`src/rtl/frame_det_pkg.sv`:
```
// -----------------------------------------------------------------------------
// frame_det_pkg
// Shared definitions for the frame-sync detector slice:
//   - lock FSM state encodings (2-bit, legacy-compatible constants)
//   - parameter legality check used at elaboration by the top level
// -----------------------------------------------------------------------------
package frame_det_pkg;

  typedef logic [1:0] fsm_state_t;

  localparam fsm_state_t ST_HUNT    = 2'd0;
  localparam fsm_state_t ST_CONFIRM = 2'd1;
  localparam fsm_state_t ST_LOCKED  = 2'd2;

  // True when the parameter set describes a buildable detector.
  function automatic bit params_legal(input int pw, input int frame_len,
                                      input int lock_n, input int unlock_n,
                                      input int cnt_w);
    return (pw >= 2) && (pw <= 32) && (frame_len >= pw) &&
           (lock_n >= 1) && (unlock_n >= 1) && (cnt_w >= 1);
  endfunction

endpackage

```
`src/rtl/frame_sync_detector_if.sv`:
```
// -----------------------------------------------------------------------------
// frame_sync_detector_if
// Bit-stream, configuration and status bundle of the frame-sync detector.
//   IN_VALID / IN_DATA      : serial bit stream, one bit per valid cycle
//   CFG_PAT / CFG_MASK      : pattern and compare mask (1 = compare bit)
//   OVERLAP                 : 1 = overlapping match reporting
//   PDET / MATCH_CNT        : match pulse and saturating match count
//   LOCK / SOF              : frame alignment status and start-of-frame pulse
// master = stream source / software side, slave = detector.
// -----------------------------------------------------------------------------
interface frame_sync_detector_if #(
  parameter int PW    = 4,
  parameter int CNT_W = 8
) ();

  logic             IN_VALID;
  logic             IN_DATA;
  logic [PW-1:0]    CFG_PAT;
  logic [PW-1:0]    CFG_MASK;
  logic             OVERLAP;
  logic             PDET;
  logic [CNT_W-1:0] MATCH_CNT;
  logic             LOCK;
  logic             SOF;

  modport master (
    output IN_VALID, IN_DATA, CFG_PAT, CFG_MASK, OVERLAP,
    input  PDET, MATCH_CNT, LOCK, SOF
  );

  modport slave (
    input  IN_VALID, IN_DATA, CFG_PAT, CFG_MASK, OVERLAP,
    output PDET, MATCH_CNT, LOCK, SOF
  );

endinterface

```
`src/rtl/pattern_match_core.sv`:
```
// -----------------------------------------------------------------------------
// pattern_match_core
// Serial shift register, fill counter and masked pattern compare.
// Ports:
//   clk, aclr (async, active-high), sclr (sync clear, wins over in_valid)
//   in_valid, in_data : serial bit stream, first bit ends up in sh[PW-1]
//   cfg_pat, cfg_mask : pattern and compare mask (1 = compare)
//   raw_match         : combinational, high while an accepted bit completes
//                       a window that matches under the mask
// -----------------------------------------------------------------------------
module pattern_match_core
  import frame_det_pkg::*;
#(
  parameter int PW = 4
) (
  input  logic          clk,
  input  logic          aclr,
  input  logic          sclr,
  input  logic          in_valid,
  input  logic          in_data,
  input  logic [PW-1:0] cfg_pat,
  input  logic [PW-1:0] cfg_mask,
  output logic          raw_match
);

  localparam int                FILL_W   = $clog2(PW + 1);
  localparam logic [FILL_W-1:0] FILL_MAX = FILL_W'(PW);
  // The window is complete once this bit lands on top of PW-1 earlier bits.
  localparam logic [FILL_W-1:0] FILL_ARM = FILL_W'(PW - 1);

  logic [PW-1:0]     sh_q, sh_d, sh_next;
  logic [FILL_W-1:0] fill_q, fill_d;

  always_comb begin
    sh_next   = {sh_q[PW-2:0], in_data};
    sh_d      = sh_q;
    fill_d    = fill_q;
    raw_match = 1'b0;
    if (sclr) begin
      sh_d   = '0;
      fill_d = '0;
    end else if (in_valid) begin
      sh_d = sh_next;
      if (fill_q != FILL_MAX) begin
        fill_d = fill_q + FILL_W'(1);
      end
      raw_match = (fill_q >= FILL_ARM) &&
                  (((sh_next ^ cfg_pat) & cfg_mask) == '0);
    end
  end

  always_ff @(posedge clk or posedge aclr) begin
    if (aclr) begin
      sh_q   <= '0;
      fill_q <= '0;
    end else begin
      sh_q   <= sh_d;
      fill_q <= fill_d;
    end
  end

endmodule

```
`src/rtl/frame_sync_detector.sv`:
```
// -----------------------------------------------------------------------------
// frame_sync_detector
// Serial frame-sync detector: programmable pattern/mask match, overlap or
// non-overlap match reporting, saturating match counter and a
// hunt/confirm/lock frame-alignment FSM with flywheel SOF generation.
// Ports:
//   CLK  : clock, rising edge
//   ACLR : asynchronous active-high reset
//   SCLR : synchronous clear (same effect as ACLR, drops a bit in flight)
//   bus  : frame_sync_detector_if.slave (stream in, config in, status out)
// Outputs PDET, SOF and LOCK are registered: one cycle after the edge that
// accepts the completing bit.
// -----------------------------------------------------------------------------
module frame_sync_detector
  import frame_det_pkg::*;
#(
  parameter int PW        = 4,
  parameter int FRAME_LEN = 16,
  parameter int LOCK_N    = 3,
  parameter int UNLOCK_N  = 2,
  parameter int CNT_W     = 8
) (
  input  logic                  CLK,
  input  logic                  ACLR,
  input  logic                  SCLR,
  frame_sync_detector_if.slave  bus
);

  if (!params_legal(PW, FRAME_LEN, LOCK_N, UNLOCK_N, CNT_W)) begin : g_bad_params
    $error("frame_sync_detector: illegal parameter combination");
  end

  localparam int HOLD_W = $clog2(PW + 1);
  localparam int POS_W  = $clog2(FRAME_LEN + 1);
  localparam int HIT_W  = $clog2(LOCK_N + 1);
  localparam int MISS_W = $clog2(UNLOCK_N + 1);

  localparam logic [HOLD_W-1:0] HOLD_LOAD = HOLD_W'(PW - 1);
  localparam logic [POS_W-1:0]  POS_LAST  = POS_W'(FRAME_LEN - 1);
  localparam logic [CNT_W-1:0]  CNT_MAX   = '1;

  logic raw_match;

  pattern_match_core #(
    .PW (PW)
  ) u_core (
    .clk       (CLK),
    .aclr      (ACLR),
    .sclr      (SCLR),
    .in_valid  (bus.IN_VALID),
    .in_data   (bus.IN_DATA),
    .cfg_pat   (bus.CFG_PAT),
    .cfg_mask  (bus.CFG_MASK),
    .raw_match (raw_match)
  );

  fsm_state_t        state_q, state_d;
  logic [POS_W-1:0]  pos_q, pos_d;
  logic [HIT_W-1:0]  hits_q, hits_d;
  logic [MISS_W-1:0] misses_q, misses_d;
  logic [HOLD_W-1:0] holdoff_q, holdoff_d;
  logic [CNT_W-1:0]  cnt_q, cnt_d;
  logic              pdet_q, pdet_d;
  logic              sof_q, sof_d;
  logic              lock_q, lock_d;
  logic              is_check;

  always_comb begin
    state_d   = state_q;
    pos_d     = pos_q;
    hits_d    = hits_q;
    misses_d  = misses_q;
    holdoff_d = holdoff_q;
    cnt_d     = cnt_q;
    pdet_d    = 1'b0;
    sof_d     = 1'b0;
    // pos holds the number of valid bits already taken since the anchor, so
    // the bit arriving while pos == FRAME_LEN-1 is one full frame later.
    is_check  = (pos_q == POS_LAST);

    if (SCLR) begin
      state_d   = ST_HUNT;
      pos_d     = '0;
      hits_d    = '0;
      misses_d  = '0;
      holdoff_d = '0;
      cnt_d     = '0;
    end else if (bus.IN_VALID) begin
      // Match reporting: holdoff suppresses reports that would reuse bits of
      // the previous reported pattern in non-overlap mode.
      pdet_d = raw_match && (holdoff_q == '0);
      if (pdet_d && !bus.OVERLAP) begin
        holdoff_d = HOLD_LOAD;
      end else if (holdoff_q != '0) begin
        holdoff_d = holdoff_q - HOLD_W'(1);
      end
      if (pdet_d && (cnt_q != CNT_MAX)) begin
        cnt_d = cnt_q + CNT_W'(1);
      end

      // Lock FSM runs on the raw match so it is independent of OVERLAP.
      case (state_q)
        ST_HUNT: begin
          if (raw_match) begin
            pos_d    = '0;
            hits_d   = HIT_W'(1);
            misses_d = '0;
            state_d  = (LOCK_N == 1) ? ST_LOCKED : ST_CONFIRM;
          end
        end
        ST_CONFIRM: begin
          if (is_check) begin
            pos_d = '0;
            if (raw_match) begin
              if (int'(hits_q) + 1 >= LOCK_N) begin
                state_d  = ST_LOCKED;
                misses_d = '0;
              end else begin
                hits_d = hits_q + HIT_W'(1);
              end
            end else begin
              state_d = ST_HUNT;
              hits_d  = '0;
            end
          end else begin
            pos_d = pos_q + POS_W'(1);
          end
        end
        ST_LOCKED: begin
          if (is_check) begin
            pos_d = '0;
            // Flywheel: SOF marks the expected position even on a miss.
            sof_d = 1'b1;
            if (raw_match) begin
              misses_d = '0;
            end else if (int'(misses_q) + 1 >= UNLOCK_N) begin
              state_d  = ST_HUNT;
              misses_d = '0;
              hits_d   = '0;
            end else begin
              misses_d = misses_q + MISS_W'(1);
            end
          end else begin
            pos_d = pos_q + POS_W'(1);
          end
        end
        default: begin
          state_d = ST_HUNT;
        end
      endcase
    end

    lock_d = (state_d == ST_LOCKED);
  end

  always_ff @(posedge CLK or posedge ACLR) begin
    if (ACLR) begin
      state_q   <= ST_HUNT;
      pos_q     <= '0;
      hits_q    <= '0;
      misses_q  <= '0;
      holdoff_q <= '0;
      cnt_q     <= '0;
      pdet_q    <= 1'b0;
      sof_q     <= 1'b0;
      lock_q    <= 1'b0;
    end else begin
      state_q   <= state_d;
      pos_q     <= pos_d;
      hits_q    <= hits_d;
      misses_q  <= misses_d;
      holdoff_q <= holdoff_d;
      cnt_q     <= cnt_d;
      pdet_q    <= pdet_d;
      sof_q     <= sof_d;
      lock_q    <= lock_d;
    end
  end

  assign bus.PDET      = pdet_q;
  assign bus.MATCH_CNT = cnt_q;
  assign bus.LOCK      = lock_q;
  assign bus.SOF       = sof_q;

endmodule

```
`src/flat_wrapper.sv`:
```
// flat-port wrapper written by rule: the top's interface ports become plain ports
module frame_sync_detector_flat import frame_det_pkg::*;
#(
  parameter int PW        = 4,
  parameter int FRAME_LEN = 16,
  parameter int LOCK_N    = 3,
  parameter int UNLOCK_N  = 2,
  parameter int CNT_W     = 8
)
  (CLK, ACLR, SCLR, bus_IN_VALID, bus_IN_DATA, bus_CFG_PAT, bus_CFG_MASK, bus_OVERLAP, bus_PDET, bus_MATCH_CNT, bus_LOCK, bus_SOF);
  frame_sync_detector_if #(.PW(PW), .CNT_W(CNT_W)) bus_i ();
  input  logic CLK;
  input  logic ACLR;
  input  logic SCLR;
  input wire logic [$bits(bus_i.IN_VALID)-1:0] bus_IN_VALID;
  input wire logic [$bits(bus_i.IN_DATA)-1:0] bus_IN_DATA;
  input wire logic [$bits(bus_i.CFG_PAT)-1:0] bus_CFG_PAT;
  input wire logic [$bits(bus_i.CFG_MASK)-1:0] bus_CFG_MASK;
  input wire logic [$bits(bus_i.OVERLAP)-1:0] bus_OVERLAP;
  output wire logic [$bits(bus_i.PDET)-1:0] bus_PDET;
  output wire logic [$bits(bus_i.MATCH_CNT)-1:0] bus_MATCH_CNT;
  output wire logic [$bits(bus_i.LOCK)-1:0] bus_LOCK;
  output wire logic [$bits(bus_i.SOF)-1:0] bus_SOF;
  assign bus_i.IN_VALID = bus_IN_VALID;
  assign bus_i.IN_DATA = bus_IN_DATA;
  assign bus_i.CFG_PAT = bus_CFG_PAT;
  assign bus_i.CFG_MASK = bus_CFG_MASK;
  assign bus_i.OVERLAP = bus_OVERLAP;
  assign bus_PDET = bus_i.PDET;
  assign bus_MATCH_CNT = bus_i.MATCH_CNT;
  assign bus_LOCK = bus_i.LOCK;
  assign bus_SOF = bus_i.SOF;
  frame_sync_detector #(.PW(PW), .FRAME_LEN(FRAME_LEN), .LOCK_N(LOCK_N), .UNLOCK_N(UNLOCK_N), .CNT_W(CNT_W)) u_core (.CLK(CLK), .ACLR(ACLR), .SCLR(SCLR), .bus(bus_i));
endmodule
```
`config.mk`:
```
export PLATFORM = sky130hd
export DESIGN_NAME = frame_sync_detector_flat
export DESIGN_NICKNAME = d
export VERILOG_FILES = /design/src/rtl/frame_det_pkg.sv /design/src/rtl/frame_sync_detector_if.sv /design/src/rtl/pattern_match_core.sv /design/src/rtl/frame_sync_detector.sv /design/src/flat_wrapper.sv
export SDC_FILE = /design/constraint.sdc
export NUM_CORES = 1
export LEC_CHECK = 0
export CORE_ASPECT_RATIO = 1.25
export CORE_MARGIN = 1
export CORE_UTILIZATION = 50
export CTS_CLUSTER_DIAMETER = 30
export CTS_CLUSTER_SIZE = 28
export DETAILED_ROUTE_END_ITERATION = 8
export GPL_TIMING_DRIVEN = 0
export PLACE_DENSITY = 0.74
export SYNTH_ARGS = -nofsm -noshare
export SYNTH_HDL_FRONTEND = slang
export SYNTH_SLANG_ARGS = --single-unit
```
`constraint.sdc`:
```
create_clock -name CLK -period 4.04 [get_ports CLK]
set_input_delay 0.606 -clock CLK [delete_from_list [all_inputs] [get_ports CLK]]
set_output_delay 0.606 -clock CLK [all_outputs]
set_load 0.02 [all_outputs]
```
# Word level (Yosys, flattened, before mapping)
# Index checks and enable logic that the tools add are counted.
# word_totals
register_bits	31
inputBits	14
output_inout_bits	11
elab_cells	115
# classes
addsub	8
n_lt_le_gt_ge	3
n_eq_ne	14
n_mux	55
bitwise	2
n_reduce_logical	22
# ops
op	count
>= comparator 32 x 3 -> 1 bit (second input constant)	2
two-way mux 2 bit	27
two-way mux 3 bit	9
two-way mux 8 bit	3
two-way mux 5 bit	4
case mux 2 bit (3 select lines)	3
!= test 3 x 2 -> 1 bit (second input constant)	4
!= test 3 bit (second input constant)	4
case mux 5 bit (2 select lines)	1
nonzero test 3 bit	3
adder 8 x 1 -> 8 bit (second input constant)	1
two-way mux 1 bit	8
!= test 8 bit (second input constant)	1
AND reduction 8 bit	1
AND reduction 7 bit	1
adder 2 x 1 -> 3 bit (second input constant)	2
AND reduction 2 bit	3
nonzero test 2 bit	3
adder 5 x 1 -> 5 bit (second input constant)	1
== test 5 x 4 -> 1 bit (second input constant)	1
adder 2 x 1 -> 2 bit (second input constant)	2
bitwise AND 4 bit	1
== test 2 bit (second input constant)	2
logical AND 1 bit	4
other kinds (13)	13

# Logic depth before layout (Yosys ltp)
# logic_depth
word_depth	12
depth_mapped	8
mapped_depth_nobuf	7

# Modules after synthesis
# Synthesis repeated with hierarchy kept, for this count alone.
# unflattened
cells_unflattened	198
hier_area_um2	1934.4
# modules_own_cells
mod	instances	cells_each	area_each_um2
frame_sync_detector	1	160	1560.2
pattern_match_core	1	38	374.1

# Worst setup path before layout
# Ideal clock, no wire load.
# synth_timing
path_kind	register to register
startpoint	register u_core.state_q[1]
endpoint	register u_core.hits_q[0]
setup_time_ps	125
arrival_ps	2062
slack_ps	1853
path_stages_with_launch	9
n_path_buf	1
period_less_slack_ps	2187
cell_sequence	dfrtp_1 -> inv_1 -> ha_1 -> clkbuf_1 -> or2_2 -> o22ai_1 -> nand4_1 -> a211oi_1 -> mux2_2
# synth_between
elab_chain_len	4
# synth_rtl
item	line	rtl
from (decl)	frame_sync_detector.sv:57	fsm_state_t state_q, state_d;
from (signal assigned)	frame_sync_detector.sv:168	state_q <= state_d;
== test 2 bit, or another cell as far along	frame_sync_detector.sv:102	case (state_q)
case mux 2 bit (3 select lines)	frame_sync_detector.sv:102	
two-way mux 2 bit	frame_sync_detector.sv:88	end else if (bus.IN_VALID) begin
two-way mux 2 bit	frame_sync_detector.sv:81	if (SCLR) begin
to (signal assigned)	frame_sync_detector.sv:170	hits_q <= hits_d;
to (decl)	frame_sync_detector.sv:59	logic [HIT_W-1:0] hits_q, hits_d;
# Several ways; a longest one is shown, not always the timed one. The select of a mux whose other input is x is not followed.
# A chain may end at the register's enable or synchronous reset.

# Worst setup path after layout
# Same ends and word-level chain as after synthesis.

==> qor.csv <==
stage;metric;value;unit
sta;hold_viol;0;
synthesis;yosysWarnings;0;
floorplanning;ios;25;
clocking;clock_latency;290;ps
sta;rsz0062_at_grt;no;
routing;number_of_vias_per_cell;5.846;
worst_hold_path;worstHoldPathCells;1;
routing;drt-wirelength-per-cell;14.94;µm
global_route;grt_start_max_net_pins;32;
routing;route.final.wire_length;4468;µm
synthesis;synth.area.top_cells;dfrtp_1, ha_1, inv_1, a21oi_1, nand2_1;
worst_hold_path;min_from;u_core.misses_q[0];
worst_setup_path;setup.worst_path.end_class;register;
worst_setup_path;worstPathRequired;4210;ps
worst_setup_path;critical_path.startpoint_type;register;
clocking;htreeDepth;2;
worst_hold_path;hold_path_class;register to register;
synthesis;yosysTopAreaCellShare;0.3914;
sta;fin_tns_setup;0;ps
placed_design;detailed_place_hpwl;3259;µm
floorplanning;initial_utilization;0.5236;
global_route;vias_in_the_first_global_route;1717;
synthesis;synth_top_cells_by_count;dfrtp_1, inv_1, nand2_1;
run_status;outcome;completed;
clocking;tritoncts;done;
synthesis;post_synth_instance_area;1982;µm²
power_and_ir_drop;leakagePower;1.035;nW
finish;multi_input_comb_area;1102;µm²
floorplanning;die_area;4221;µm²
placed_design;pre_cts_slack;1275;ps
worst_setup_path;startpoint;u_core.state_q[1];
floorplanning;design.core.area;3785;µm²
synthesis;ys_dominant_reg_cell;dfrtp_1;
routing;wirelength_met1;1905;µm
routing;vias;1748;
sta;slew_violations;0;
global_route;grt_usage;0.2341;
global_route;wire_length_of_the_first_global_routing_pass;7465;µm
sta;fmaxAchievable;0.3953;GHz
global_route;grt_antenna_before_repair;0;
worst_setup_path;critical-path-max-stage-delay;410;ps
sta;finalSetupViolations;0;
sta;finalWorstSetupSlack;1511;ps
clocking;cts_resized;0;
clocking;clock_tree.buffer_depth;2;
finish;ff_latch_area;775.7;µm²
synthesis;syn_avg_cell_area;9.305;µm²
clocking;postCtsHoldBufs;0;
worst_setup_path;critical_path.reg2reg.startpoint;u_core.state_q[1];
synthesis;synth.lib_cells_used.distinct;52;
power_and_ir_drop;ir_drop;0.2508;mV
synthesis;netlist_instances;213;
sta;timing.slew.headroom;0.6491;
routing;routed-wl-met2;2331;µm
finish;num-fill-cells;344;
worst_setup_path;critical_path_class;register to register;
worst_setup_path;cp_data_arrival_time;2700;ps
sta;worst_clock_skew;5.797;ps
finish;layout-drive-gt1-share;0.08163;
clocking;cts_post_setup_buffers_inserted;0;
floorplanning;die_h;72.39;µm
worst_setup_path;critical_path.cell_chain;inv_1, ha_1, clkbuf_1, or2_2, o22ai_1, nand4_1, a211oi_1, mux2_2;
synthesis;postSynth.asyncResetShare;1.000;
sta;worst_pin_slew;523.6;ps
synthesis;largest_area_contributor_in_the_netlist;dfrtp_1;
synthesis;yosysSeqAreaShare;0.3914;
placed_design;io_buffers;23;
finish;antenna_cells;0;
worst_setup_path;path_max_fanout;10;
floorplanning;die_x;58.31;µm
routing;wire_length_on_met3;133;µm
routing;drt-pass1-iter-count;4;
global_route;grt_overflow;0;
synthesis;number_of_synthesized_flops_with_an_enable_pin;0;
sta;timing.final.crit_period;2529;ps
placed_design;routabilityCongestion;0.8779;
sta;layout_worst_path_cycle_share;0.6261;
routing;ant_nets;0;
worst_setup_path;worst_r2r_path_depth;8;
clocking;numCtsBuffers;5;
power_and_ir_drop;power_density;312.9;nW/µm²
finish;flow.area_growth_from_synthesis;20.52;%
synthesis;yosysMostFrequentCell;dfrtp_1;
clocking;clock_tree.root_cell;clkbuf_8;
finish;finalNetCount;272;
routing;uppermost_layer_routed;met4;
routing;post-route-drc-count;0;
routing;drt_first_iter_violations;84;
synthesis;ys_ff_latch;31;
worst_setup_path;crit_slowest_cell;dfrtp_1;
run;max_cap_violations;0;
clocking;path_clk_slew;60;ps
floorplanning;num_rows;25;
synthesis;syn-num-nets;241;
clocking;cts_sinks;31;
## cells in the final DEF (no fill, tap or decap), drive strengths merged, types with 4 or more instances in the layout
master / instances
a21oi: 15
clkbuf: 13
clkdlybuf4s50: 23
dfrtp: 31
ha: 14
inv: 19
nand2: 16
nand3: 7
nand4: 6
nor2: 13
nor2b: 6
o21ai: 6
o31ai: 4
or4: 5
xor2: 4
## layer usage
layer  vias up  global-route usage
met5         -                   0
met4         0              0.1243
met3        10             0.03922
met2        38              0.4215
met1       843              0.2594
li1        857                   -
## stage by stage
| stage | area (µm²) | power [W] | std cells | utilization | hold WS [ps] |
|---|---|---|---|---|---|
| after floorplan | 1982 | 0.0004649 | 213 | - | 464.0 |
| after global placement | 2280 | 0.0005060 | 290 | 0.6023 | 485.7 |
| after detailed placement | 2280 | 0.0005127 | 290 | 0.6023 | 494.8 |
| after CTS | 2361 | 0.0007490 | 298 | 0.6238 | 509.3 |
| after global routing | 2389 | 0.0007891 | 299 | 0.6311 | 536.8 |
| final | 2389 | 0.0007473 | 299 | 0.6311 | 502.3 |
## flip-flops by register name (all words and copies together) (netlist names)
register	cells
u_core.bus.MATCH_CNT	8
u_core.misses_q	2
u_core.bus.PDET	1
u_core.state_q	2
u_core.holdoff_q	3
u_core.bus.SOF	1
u_core.bus.LOCK	1
u_core.hits_q	2
u_core.u_core.sh_q	3
u_core.pos_q	5
u_core.u_core.fill_q	3
## kinds of logic after synthesis
| logic type | Yosys count | share of synthesized area |
|---|---|---|
| compound gates | 57 | 0.2083 |
| simple gates | 73 | 0.2052 |
| mux | 6 | 0.03220 |
| xor+xnor | 5 | 0.02209 |
| fa+ha+maj | 14 | 0.08838 |
| buf+inv | 27 | 0.05240 |
| flops | 31 | 0.3914 |
## area by class of cell
cell class | instances | area share
Buffer | 8 | 0.01362
Clock buffer | 7 | 0.03195
Clock inverter | 1 | 0.002095
Inverter | 19 | 0.02986
Multi-Input combinational cell | 155 | 0.4615
Sequential cell | 31 | 0.3248
Tap cell | 54 | 0.02829
Timing Repair Buffer | 24 | 0.1079
## critical path, delay by kind of cell, from the launching register on
kind	cells	cell delay, ps
AO/OA/AOI/OAI	2	640
AND/OR/NAND/NOR	2	530
adder cells (fa/ha/maj)	1	180
buffers and inverters	2	290
multiplexers	1	380
flip-flops	1	410
## final timing paths
kind	end	slack (ps)
min reg2reg	u_core.misses_q[0]	500
max	u_core.hits_q[0]	1510
min in group asynchronous	u_core.state_q[0]	630
min	u_core.misses_q[0]	500
max reg2reg	u_core.hits_q[0]	1510
max in group asynchronous	u_core.u_core.fill_q[2]	2950
## report_power, final
| group | leakage, nW | internal (W) | switching [W] |
|---|---|---|---|
| combinational | 0.566 | 0.0000716 | 0.000103 |
| sequential | 0.427 | 0.000328 | 0.00000883 |
| clock | 0.0422 | 0.000121 | 0.000116 |
No activity file was read; power rests on OpenSTA's default activity.
==> RTL edit 1: new RTL, config.mk and constraints unchanged <==
`FRAME_LEN` is set to 16 in 2 places; all go to 32.
--- a/src/rtl/frame_sync_detector.sv
+++ b/src/rtl/frame_sync_detector.sv
@@ -15,7 +15,7 @@
   import frame_det_pkg::*;
 #(
   parameter int PW        = 4,
-  parameter int FRAME_LEN = 16,
+  parameter int FRAME_LEN = 32,
   parameter int LOCK_N    = 3,
   parameter int UNLOCK_N  = 2,
   parameter int CNT_W     = 8
--- a/src/flat_wrapper.sv
+++ b/src/flat_wrapper.sv
@@ -2,7 +2,7 @@
 module frame_sync_detector_flat import frame_det_pkg::*;
 #(
   parameter int PW        = 4,
-  parameter int FRAME_LEN = 16,
+  parameter int FRAME_LEN = 32,
   parameter int LOCK_N    = 3,
   parameter int UNLOCK_N  = 2,
   parameter int CNT_W     = 8
Check against the original RTL: same outputs for any inputs over 4 cycles, from zero or initial values; that may be too few to reach the edited logic, so the function may still have changed.
==> RTL edit 1 against the unedited design <==
  * Non-clock buffer count unchanged
  * Sequential cell count up 1
  * Count of clock-buffer cells in the layout up 1
  * Synthesized area down 0.57%
  * Setup slack better by 13 ps
  * Highest routed layer unchanged
  * Design area up 0.31%
  * First-iteration DRC count down 12%
  * Largest power group unchanged
  * Routed wire length down 5.3%
  * Clock power up 6%
  * Power down 1.7%
==> RTL edit 1: results (changes against the unedited design) <==
INFO  metric status = finished clean
INFO  metric critical_path.max_fanout = 7 (-3)
INFO  metric final.setup.worst_slack = 1520 ps (+13.0 ps)
INFO  metric hp-start = u_core.bus.MATCH_CNT[6]$_DFFE_PP0P_
INFO  metric first_global_vias = 1,644 (-4.3%)
INFO  metric starting_drc_count_in_detailed_routing = 74 (-12%)
INFO  metric reg2reg_to = u_core.pos_q[0]$_DFFE_PP0P_
INFO  metric place.detailed.hpwl = 3040 microns (-6.7%)
INFO  metric layout.nets = 275 (+1.1%)
INFO  metric preCtsSetupSlack = 1240 ps (-39.3 ps)
INFO  metric postSynthNetCount = 243 (+0.83%)
INFO  metric endpoint = u_core.bus.MATCH_CNT[5]$_DFFE_PP0P_
INFO  metric overall_routing_resource_usage = 22.6% (-0.82 points)
INFO  metric r2r_setup_slack = 1720 ps (+210 ps)
INFO  metric grt_start_max_net_pins = 33 (+3.1%)
INFO  metric placement.io_buffers = 24 (+4.3%)
INFO  metric placedInstanceArea = 0.00228 sq mm (about the same)
INFO  metric max-vdd-ir-drop = 289 uV (+15%)
INFO  metric fillerInstances = 327 (-4.9%)
INFO  metric detail_route.wirelength = 4230 microns (-5.3%)
INFO  metric powerDensity = 307 mW/mm^2 (-2.0%)
INFO  metric crit_start = bus_IN_VALID
INFO  metric combinational_power_share = 19.0% (-4.3 points)
INFO  metric synth.area.top_cells = dfrtp_1 (41%), ha_1 (8.9%), nor2_1 (4.6%)
INFO  metric synth-xor-area-share = 3.56% (+1.3 points)
INFO  metric globalplace.congestion = 0.785 (-11%)
INFO  metric worst-slew-pin-transition = 565 ps (+41.9 ps)
INFO  metric grt_pass1_wl = 7290 microns (-2.3%)
INFO  metric min_delay_worst_endpoint = u_core.bus.MATCH_CNT[6]$_DFFE_PP0P_
INFO  metric worst_r2r_path_depth = 10 (+2)
INFO  metric post_synthesis_adder_cell_area_fraction = 8.89% (+0.051 points)
INFO  metric regArea = 801 sq um (+3.2%)
INFO  metric yosys.cell_types.count = 50 (-3.8%)
INFO  metric ys_seq_area_share = 40.6% (+1.5 points)
INFO  metric dp_cells = 293 (+1.0%)
INFO  metric worstReg2RegStart = u_core.u_core.fill_q[0]$_DFFE_PP0P_
INFO  metric synth_compound_area_share = 17.3% (-3.6 points)
INFO  metric clock-skew-final = 5.23 ps (-0.568 ps)
INFO  metric timing.hold.ws = 499 ps (-3.11 ps)
INFO  metric final_layout_size_suffix_gt1_share = 8.06% (-0.099 points)
INFO  metric route.vias.total = 1,693 (-3.1%)
==> RTL edit 1: per-layer routing <==
| layer | track usage [%] | routed length (microns) | up-vias |
|---|---|---|---|
| li1 | - | - | 831 |
| met1 | 29.3 | 1920 | 803 |
| met2 | 36.4 | 2060 | 49 |
| met3 | 5.17 | 166 | 10 |
| met4 | 9.26 | 81 | 0 |
| met5 | 0 | 0 | - |
==> RTL edit 1: cell type report <==
class / instances / area share (%)
Timing Repair Buffer: 25 / 11.2
Inverter: 16 / 2.51
Buffer: 7 / 1.31
Sequential cell: 32 / 33.4
Multi-Input combinational cell: 160 / 45.0
Clock buffer: 8 / 3.76
Tap cell: 54 / 2.82
==> RTL edit 1: critical path, cell delays in order <==
cell             delay (ps)
clkdlybuf4s50_1         490
inv_1                   160
nor2_1                  260
and3_1                  200
buf_4                   150
nand3_2                 150
nor4_2                  300
mux2_2                  360
